--- src/rtl/uart_wb_host.sv ---
// rtl/uart_wb_host.sv - Wishbone initiator that programs a 16550 UART and bridges bytes to/from it
// Optional bus timeout: define UART_WBM_TIMEOUT_EN.
module uart_wb_host #(
   parameter logic [15:0] DIVISOR = 16'd27
`ifdef UART_WBM_TIMEOUT_EN
   ,
   parameter int TIMEOUT = 16
`endif
) (
   input  logic       wb_clk_i,
   input  logic       wb_rst_i,
   output logic [2:0] wb_adr_o,
   output logic [7:0] wb_dat_o,
   input  logic [7:0] wb_dat_i,
   output logic       wb_we_o,
   output logic       wb_stb_o,
   output logic       wb_cyc_o,
   output logic [3:0] wb_sel_o,
   input  logic       wb_ack_i,
   input  logic [7:0] tx_data_i,
   input  logic       tx_valid_i,
   output logic       tx_ready_o,
   output logic [7:0] rx_data_o,
   output logic       rx_valid_o,
   input  logic       rx_ready_i,
   output logic       init_done_o,
   output logic       err_o
);

   typedef enum logic [2:0] {S_INIT, S_IDLE, S_POLL, S_RD_RBR, S_WR_THR} state_t;

   state_t     state, state_nxt;
   logic [2:0] step;
   logic       bus_gap;
   logic       ack_ok, to_hit, bus_done;
   logic       bus_state;
   logic [2:0] cmd_adr;
   logic [7:0] cmd_dat;
   logic       cmd_we;

   assign ack_ok   = wb_stb_o && wb_ack_i;
   assign bus_done = ack_ok || to_hit;

`ifdef UART_WBM_TIMEOUT_EN
   logic [15:0] to_cnt;
   logic        err_q;

   // Counter idles at zero while the strobe is low, so each transaction starts fresh.
   assign to_hit = wb_stb_o && !wb_ack_i && (to_cnt == 16'(TIMEOUT - 1));

   always_ff @(posedge wb_clk_i or posedge wb_rst_i) begin
      if (wb_rst_i) begin
         to_cnt <= '0;
         err_q  <= 1'b0;
      end else begin
         if (!wb_stb_o)
            to_cnt <= '0;
         else if (!wb_ack_i)
            to_cnt <= to_cnt + 16'd1;
         if (to_hit)
            err_q <= 1'b1;
      end
   end

   assign err_o = err_q;
`else
   assign to_hit = 1'b0;
   assign err_o  = 1'b0;
`endif

   always_ff @(posedge wb_clk_i or posedge wb_rst_i) begin
      if (wb_rst_i)
         state <= S_INIT;
      else
         state <= state_nxt;
   end

   always_comb begin
      state_nxt = state;
      case (state)
         S_INIT:   if (bus_done && step == 3'd5) state_nxt = S_IDLE;
         S_IDLE:   if (!rx_valid_o || tx_valid_i) state_nxt = S_POLL;
         S_POLL: begin
            // RX is checked first so received data is never starved by a busy transmitter.
            if (bus_done) begin
               if (ack_ok && wb_dat_i[0] && !rx_valid_o)
                  state_nxt = S_RD_RBR;
               else if (ack_ok && wb_dat_i[5] && tx_valid_i)
                  state_nxt = S_WR_THR;
               else
                  state_nxt = S_IDLE;
            end
         end
         S_RD_RBR: if (bus_done) state_nxt = S_IDLE;
         S_WR_THR: if (bus_done) state_nxt = S_IDLE;
         default:  state_nxt = S_INIT;
      endcase
   end

   always_comb begin
      bus_state = 1'b1;
      cmd_adr   = 3'd0;
      cmd_dat   = 8'h00;
      cmd_we    = 1'b0;
      case (state)
         S_INIT: begin
            cmd_we = 1'b1;
            case (step)
               3'd0:    begin cmd_adr = 3'd3; cmd_dat = 8'h83;          end
               3'd1:    begin cmd_adr = 3'd0; cmd_dat = DIVISOR[7:0];  end
               3'd2:    begin cmd_adr = 3'd1; cmd_dat = DIVISOR[15:8]; end
               3'd3:    begin cmd_adr = 3'd3; cmd_dat = 8'h03;          end
               3'd4:    begin cmd_adr = 3'd2; cmd_dat = 8'h07;          end
               default: begin cmd_adr = 3'd1; cmd_dat = 8'h00;          end
            endcase
         end
         S_POLL:   cmd_adr = 3'd5;
         S_RD_RBR: cmd_adr = 3'd0;
         S_WR_THR: begin
            cmd_we  = 1'b1;
            cmd_dat = tx_data_i;
         end
         default:  bus_state = 1'b0;
      endcase
   end

   // bus_gap holds off a new strobe for one cycle after every completion.
   always_ff @(posedge wb_clk_i or posedge wb_rst_i) begin
      if (wb_rst_i) begin
         wb_stb_o <= 1'b0;
         wb_cyc_o <= 1'b0;
         wb_sel_o <= 4'b0000;
         wb_adr_o <= 3'd0;
         wb_dat_o <= 8'h00;
         wb_we_o  <= 1'b0;
         bus_gap  <= 1'b0;
      end else begin
         bus_gap <= bus_done;
         if (bus_done) begin
            wb_stb_o <= 1'b0;
            wb_cyc_o <= 1'b0;
            wb_sel_o <= 4'b0000;
         end else if (bus_state && !wb_stb_o && !bus_gap) begin
            wb_stb_o <= 1'b1;
            wb_cyc_o <= 1'b1;
            wb_sel_o <= 4'b0001;
            wb_adr_o <= cmd_adr;
            wb_dat_o <= cmd_dat;
            wb_we_o  <= cmd_we;
         end
      end
   end

   always_ff @(posedge wb_clk_i or posedge wb_rst_i) begin
      if (wb_rst_i) begin
         step        <= 3'd0;
         init_done_o <= 1'b0;
         tx_ready_o  <= 1'b0;
         rx_data_o   <= 8'h00;
         rx_valid_o  <= 1'b0;
      end else begin
         tx_ready_o <= (state == S_WR_THR) && ack_ok;
         if (state == S_INIT && bus_done) begin
            step <= step + 3'd1;
            if (step == 3'd5)
               init_done_o <= 1'b1;
         end
         if (state == S_RD_RBR && ack_ok) begin
            rx_data_o  <= wb_dat_i;
            rx_valid_o <= 1'b1;
         end else if (rx_valid_o && rx_ready_i) begin
            rx_valid_o <= 1'b0;
         end
      end
   end

endmodule
--- config.mk ---
export PLATFORM = sky130hd
export DESIGN_NAME = uart_wb_host
export DESIGN_NICKNAME = d
export VERILOG_FILES = /design/src/rtl/uart_wb_host.sv
export SDC_FILE = /design/constraint.sdc
export NUM_CORES = 1
export LEC_CHECK = 0
export CAP_MARGIN = 20
export CORE_UTILIZATION = 51
export CTS_BUF_LIST = sky130_fd_sc_hd__clkbuf_8
export DETAILED_ROUTE_END_ITERATION = 10
export PLACE_DENSITY = 0.87
export SYNTH_ARGS = -nofsm -noshare
export SYNTH_HDL_FRONTEND = slang
export SYNTH_SLANG_ARGS = --single-unit
--- constraint.sdc ---
create_clock -name wb_clk_i -period 2.75 [get_ports wb_clk_i]
set_input_delay 0.55 -clock wb_clk_i [delete_from_list [all_inputs] [get_ports wb_clk_i]]
set_output_delay 0.55 -clock wb_clk_i [all_outputs]
set_load 0.02 [all_outputs]
# Word-level counts from Yosys, hierarchy flattened
# Cells that the tools add are included.
# W data, S select, Z words.
totals:
  regBits: 35
  out_inout_bits: 30
classes:
  addsub: 1
  eq_ne: 12
  muxes: 19
  n_bitwise: 1
  reduce_logical: 27
ops:
  columns: ["operator", "count"]
  rows:
  - ["$pmux W8 S4", 1]
  - ["$mux W3", 6]
  - ["$pmux W8 S2", 1]
  - ["$logic_and A1 B1 Y1", 12]
  - ["$pmux W3 S4", 1]
  - ["$eq A3 B2 Y1 const B", 3]
  - ["$eq A3 B3 Y1 const B", 3]
  - ["$mux W4", 2]
  - ["$eq A3 B1 Y1 const B", 2]
  - ["$logic_not A3 Y1", 2]
  - ["$mux W1", 6]
  - ["$ne A2 B2 Y1 const B", 3]
  - ["$pmux W2 S3", 1]
  - ["$pmux W3 S2", 1]
  - ["$reduce_or A2 Y1", 3]
  - ["$reduce_and A2 Y1", 2]
  - ["$reduce_and A4 Y1", 1]
  - ["$reduce_bool A2 Y1", 2]
  - ["$reduce_or A4 Y1", 1]
  - ["$add A3 B1 Y3 const B", 1]
  - ["$logic_not A1 Y1", 3]
  - ["$ne A2 B1 Y1 const B", 1]
  - ["$logic_or A1 B1 Y1", 1]
  - ["$not A1 Y1", 1]

# Depth between registers and ports, before layout
# Gate-level depths: netlist of run 1.
logic_depth:
  depth_word: 7
  mapped_depth: 6
  mapped_depth_nobuf: 5

# Worst setup path after synthesis of run 1
# OpenSTA, ideal clock, no wires.
synth_timing:
  kind: "flip-flop to flip-flop"
  from: "register, netlist name wb_sel_o[0]"
  to: "register wb_dat_o[2]"
  setup_ns: 0.125
  t_arrival_ns: 1.401
  t_required_ns: 2.625
  slack_ns: 1.224
  stages_incl_launch_ff: 5
  path_cell_list: "dfrtp_1 -> nor2_1 -> and3_1 -> buf_4 -> mux2_4"
synth_lines:
  columns: ["item", "line_no", "text"]
  rows:
  - ["to (signal assigned)", "148", "wb_dat_o <= cmd_dat;"]
  - ["to (decl)", "13", "output logic [7:0] wb_dat_o,"]

# Worst setup path in the final report of run 1
layout_timing:
  from: "register wb_sel_o[0]"
  to: "output port wb_sel_o[0]"
layout_lines:
  columns: ["item", "line_no", "text"]
  rows:
  - ["from (decl)", "18", "output logic [3:0] wb_sel_o,"]
  - ["from (signal assigned)", "132", "wb_sel_o <= 4'b0000;"]
  - ["from (signal assigned)", "142", "wb_sel_o <= 4'b0000;"]
  - ["from (signal assigned)", "146", "wb_sel_o <= 4'b0001;"]
# No word-level cell between the ends.

==> flow_summary.json, run 1 <==
{
  "status": "finished with violations",
  "failed_checks": "DRC",
  "async_flop_share_pct": 100,
  "row_count": 19,
  "hold_buffers": 0,
  "synth.distinct_cells": 39,
  "min_path_type": "reg -> reg",
  "synth_area_leaders": "dfrtp_1 (49%), mux2_2 (6.5%), buf_4 (4.3%)",
  "rsz0062_at_grt": "false",
  "synth_area_um2": 1570,
  "cap_viol_max_count": 0,
  "tns_ps": 0,
  "cp.arrival_ps": 1400,
  "fmax_ghz": 0.513,
  "drc": 5,
  "wire_per_inst_um": 15.1,
  "grt_pass1_wl_um": 5460,
  "max_slew_margin_pct": 62.7,
  "synth_seq_area_share_pct": 49.4,
  "die-area_um2": 3300,
  "combPwrFrac_pct": 48.5,
  "clk_pin_slew_ps": 60,
  "p_sw_uw": 903,
  "vias": 1227,
  "fp.dieH_um": 57.5,
  "post_cts_buffers": 0,
  "clk_latency_ps": 280,
  "synth_commonest_cells": "dfrtp_1 (31), inv_1 (13), nand2_1 (11)",
  "crit_buf_inv": 1,
  "criticalPathCategory": "reg -> out",
  "grt_use_total_pct": 22.2,
  "p_sw_share_pct": 40.4,
  "drive_gt1_share_pct": 12.8,
  "pwr-share-seq_pct": 36.7,
  "fin_skew_ps": 6.17,
  "drt_pass1_iterations": 7,
  "synth_warnings": 0,
  "drt_wl_total_um": 3290,
  "drv_slew": 0,
  "clockBufferDepth": 2,
  "place.gp.congestion": 0.829,
  "antenna_left": 0,
  "startpoint_type": "register",
  "area_growth_pct": 33.3,
  "worstMarginPinSlew_ps": 559,
  "peakVddDrop_uv": 628,
  "pwr-share-clk_pct": 14.8,
  "leakage_nw": 0.917,
  "first_iter_violations": 28,
  "nets": 211,
  "fin_crit_sh_pct": 70.9,
  "internal_power_mw": 1.33,
  "cts_root_buffer": "clkbuf_8",
  "start_util_pct": 55.5,
  "hpwl_um": 2510,
  "synth_top_area_share_pct": 49.4,
  "cpMaxStageDelayCell": "clkdlybuf4s50_1",
  "ioPinCount": 51,
  "antenna_cells": 0,
  "antenna_found_initial": 0,
  "synth_edf_count": 0,
  "synthFlopType": "dfrtp_1",
  "slowest_delay_ps": 650,
  "setup_viol": 0,
  "synth_cells": 140,
  "power_density_nw_per_um2": 1070,
  "synth_most_common_cell": "dfrtp_1",
  "h-tree-depth": 2,
  "critPathMaxFanout": 8,
  "critPathRequiredTime_ps": 2200,
  "fillers": 197,
  "io_buffers": 46,
  "cts_tree": "built",
  "clock_sinks": 31,
  "critical_path.top_delay_family": "buffers and inverters",
  "synth_seq_cells": 31,
  "grt_max_degree": 32,
  "grt-ovfl-total": 0,
  "via_per_inst": 5.63,
  "cts_buffers": 5,
  "core_um2": 2830,
  "crit_path_cell_trace": "clkdlybuf4s50_1",
  "synth_area_per_cell_um2": 11.2,
  "die_w_um": 57.5,
  "grt_pass1_vias": 1209,
  "end_kind": "primary output",
  "finalPower_mw": 2.24,
  "layout_min_cycle_time_ps": 1950,
  "timing.reg2reg.setup_slack_ps": 920,
  "post_cts_resized": 0,
  "synth_largest_area_cell": "dfrtp_1",
  "hold_viol_final": 0
}
==> final timing paths <==
kind,to,depth (start not counted),from
min in group asynchronous,wb_adr_o[1],3,wb_rst_i
worst max-delay path,wb_sel_o[0],1,wb_sel_o[0]
max in group asynchronous,wb_dat_o[3],3,wb_rst_i
worst max register to register,wb_dat_o[7],3,state[1]
worst min-delay path,wb_dat_o[4],1,wb_dat_o[4]
worst min register to register,wb_dat_o[4],1,wb_dat_o[4]
==> placed cells by master, fill, tap and decap left out, types with 4 or more instances in the layout <==
cell type,instances
nand3_1,4
nand2_1,11
nand2b_1,4
mux2_2,9
clkbuf_8,5
a31oi_1,5
nor2_1,4
mux2i_1,5
conb_1,4
inv_1,15
clkdlybuf4s50_1,46
dfrtp_1,31
ha_1,4
==> cells by family after synthesis <==
| group | synth area share [%] |
|---|---|
| AND/OR/NAND/NOR | 13.6 |
| multiplexers | 11.6 |
| adder cells (fa/ha/maj) | 3.19 |
| flip-flops | 49.4 |
| XOR/XNOR | 0.558 |
| other | 0.239 |
| AO/OA/AOI/OAI | 13.5 |
| buffers and inverters | 7.97 |
==> registers in the layout, indices dropped and copies added (netlist names) <==
name         flops
step             3
wb_dat_o         8
init_done_o      1
tx_ready_o       1
rx_data_o        8
state            3
wb_we_o          1
wb_adr_o         3
rx_valid_o       1
wb_sel_o         1
bus_gap          1
==> metrics by stage <==
stage / hold slack (ps) / utilization (%) / area [um2] / setup slack [ps] / instances
floorplan: 531 / - / 1580 / 1220 / 143
global placement: 474 / 71.1 / 2010 / 751 / 210
detailed placement: 480 / 71.1 / 2010 / 682 / 210
CTS: 498 / 73.9 / 2090 / 782 / 218
global route: 516 / 73.9 / 2090 / 748 / 218
finish: 493 / 73.9 / 2090 / 801 / 218
==> metal layers <==
layer	up-vias	GRT usage, %	share of wire, %
li1	578	-	-
met1	595	25.7	40
met2	49	37.2	50
met3	5	8.62	7.9
met4	0	8.36	1.7
met5	-	0	0
==> power groups by stage <==
| stage | sequential, mW | clock [mW] | combinational [mW] |
|---|---|---|---|
| after floorplan | 0.901 | 0 | 0.615 |
| after global placement | 0.812 | 0 | 1.05 |
| after global routing | 0.851 | 0.354 | 1.17 |
| after CTS | 0.821 | 0.336 | 1.09 |
| after detailed placement | 0.829 | 0 | 1.08 |
| final | 0.820 | 0.332 | 1.08 |
==> cell type report <==
class | count | area [um2] | share of cell area, %
Timing Repair Buffer | 47 | 468 | 22.4
Inverter | 13 | 48.8 | 2.33
Clock buffer | 5 | 68.8 | 3.29
Multi-Input combinational cell | 88 | 679 | 32.5
Tap cell | 31 | 38.8 | 1.85
Clock inverter | 3 | 12.5 | 0.598
Sequential cell | 31 | 776 | 37.1
Power figures use the tool's default switching activity.
==> inputs of run 2 (changes only) <==
Settings changed: CORE_UTILIZATION 51 to 47, PLACE_DENSITY 0.87 to 0.81.
Clock period 2.75 ns to 1.8 ns, I/O delays scaled along.
==> run 2 against run 1 <==
Effect of this change: the run now ends clean; critical path depth unchanged; routed wire length increased by 2.0%; cell count increased by 9.6%; sequential power increased by 46%; critical path type unchanged.
==> flow_summary.json, run 2 (synthesized netlist as in run 1, its figures left out) <==
{
  "status": "completed",
  "cp.arrival_ps": 1390,
  "die-area_um2": 3570,
  "min_path_type": "in -> async",
  "post_cts_buffers": 0,
  "fin_skew_ps": 9.20,
  "fin_crit_sh_pct": 97.2,
  "first_iter_violations": 40,
  "top_regs": "rx_data_o x8, wb_dat_o x8",
  "rsz0062_at_grt": "false",
  "worstSetupStartpoint": "wb_sel_o[0]",
  "core_um2": 3100,
  "grt_use_met2_pct": 35.4,
  "vias": 1245,
  "grt_max_degree": 32,
  "rr_startpoint": "state[2]",
  "tns_ps": 0,
  "power_density_nw_per_um2": 1610,
  "final_cell_mix": "clkdlybuf4s50_1 (44), dfrtp_1 (31), inv_1 (15)",
  "crit_path_cell_trace": "clkdlybuf4s50_1",
  "fmax_ghz": 0.571,
  "ioPinCount": 51,
  "antenna_found_initial": 0,
  "h-tree-depth": 2,
  "fp.dieH_um": 59.8,
  "cap_viol_max_count": 0,
  "crit_buf_inv": 1,
  "clk_pin_slew_ps": 70,
  "startpoint_type": "register",
  "clock_sinks": 31,
  "cts_buffers": 5,
  "via_per_inst": 5.21,
  "criticalPathCategory": "reg -> out",
  "drt_pass1_iterations": 4,
  "fin_cells": 239,
  "fin_util_pct": 70.0,
  "setup_viol": 0,
  "critPathRequiredTime_ps": 1440,
  "grt_use_met3_pct": 5.63,
  "hold_viol_final": 0,
  "nets": 219,
  "top_usage_layer": "met2",
  "drv_slew": 0,
  "dp_cells": 231,
  "end_kind": "primary output",
  "slowest_delay_ps": 640,
  "drive_gt1_share_pct": 16.4,
  "post_cts_resized": 0,
  "cpMaxStageDelayCell": "clkdlybuf4s50_1",
  "io_buffers": 46,
  "clockBufferDepth": 2,
  "clk_latency_ps": 290,
  "layout_setup_ws_ps": 50.0,
  "peakVddDrop_uv": 993,
  "area_growth_pct": 38.5,
  "grt-ovfl-total": 0,
  "drt_wl_total_um": 3360,
  "layout_commonest_cell": "clkdlybuf4s50_1",
  "row_count": 20,
  "die_w_um": 59.8,
  "pre_cts_ws_ps": 44.1,
  "start_util_pct": 50.6,
  "wire_per_inst_um": 14.1,
  "leakage_nw": 0.976,
  "critPathMaxFanout": 8,
  "layout_min_cycle_time_ps": 1750,
  "finalPower_mw": 3.49,
  "place.gp.congestion": 0.844,
  "grt_pass1_wl_um": 5480,
  "drc": 0,
  "antenna_cells": 0,
  "hold_buffers": 0,
  "cts_root_buffer": "clkbuf_8",
  "hpwl_um": 2520,
  "antenna_left": 0,
  "gr-usage-met1_pct": 25.1,
  "grt_use_total_pct": 20.9,
  "cts_tree": "built",
  "critical_path.top_delay_family": "buffers and inverters",
  "grt_pass1_vias": 1230
}
## run 2: metal layers
layer	up-vias	routed length [um]
met5	-	0
met4	0	64
met3	7	181
met2	46	1710
met1	599	1410
li1	593	-
## run 2: power breakdown
part | internal (mW) | leakage, nW | switching [mW]
Clock | 0.259 | 0.0505 | 0.242
Combinational | 0.885 | 0.537 | 0.911
Sequential | 0.960 | 0.389 | 0.236
Total | 2.10 | 0.976 | 1.39
## run 2: worst paths after layout
kind,end,slack [ps],depth (start not counted)
worst min-delay path,wb_dat_o[3],450,3
min in group wb_clk_i,init_done_o,500,1
worst max register to register,wb_dat_o[7],240,3
worst min register to register,init_done_o,500,1
max in group asynchronous,rx_data_o[0],1070,3
worst max-delay path,wb_stb_o,50,1
## run 2: final cells by class
type                            count  area [um2]
Clock buffer                        5        68.8
Inverter                           13        48.8
Fill cell                         234         930
Timing Repair Buffer               55         533
Sequential cell                    31         776
Tap cell                           44        55.1
Clock inverter                      3        12.5
Multi-Input combinational cell     88         679
## run 2: metrics by stage
step / hold WS, ps / instance area (um2)
6_report: 449 / 2170
5_1_grt: 496 / 2170
4_1_cts: 461 / 2170
3_5_place_dp: 469 / 2090
3_3_place_gp: 472 / 2090
2_1_floorplan: 456 / 1580
==> inputs of run 3 (changes only) <==
Settings changed: ABC_CLOCK_PERIOD_IN_PS set to 1800, GPL_ROUTABILITY_DRIVEN set to 1.
==> results of run 3 <==
Same layout as run 2: the final DEF is identical, and so are final timing and power.
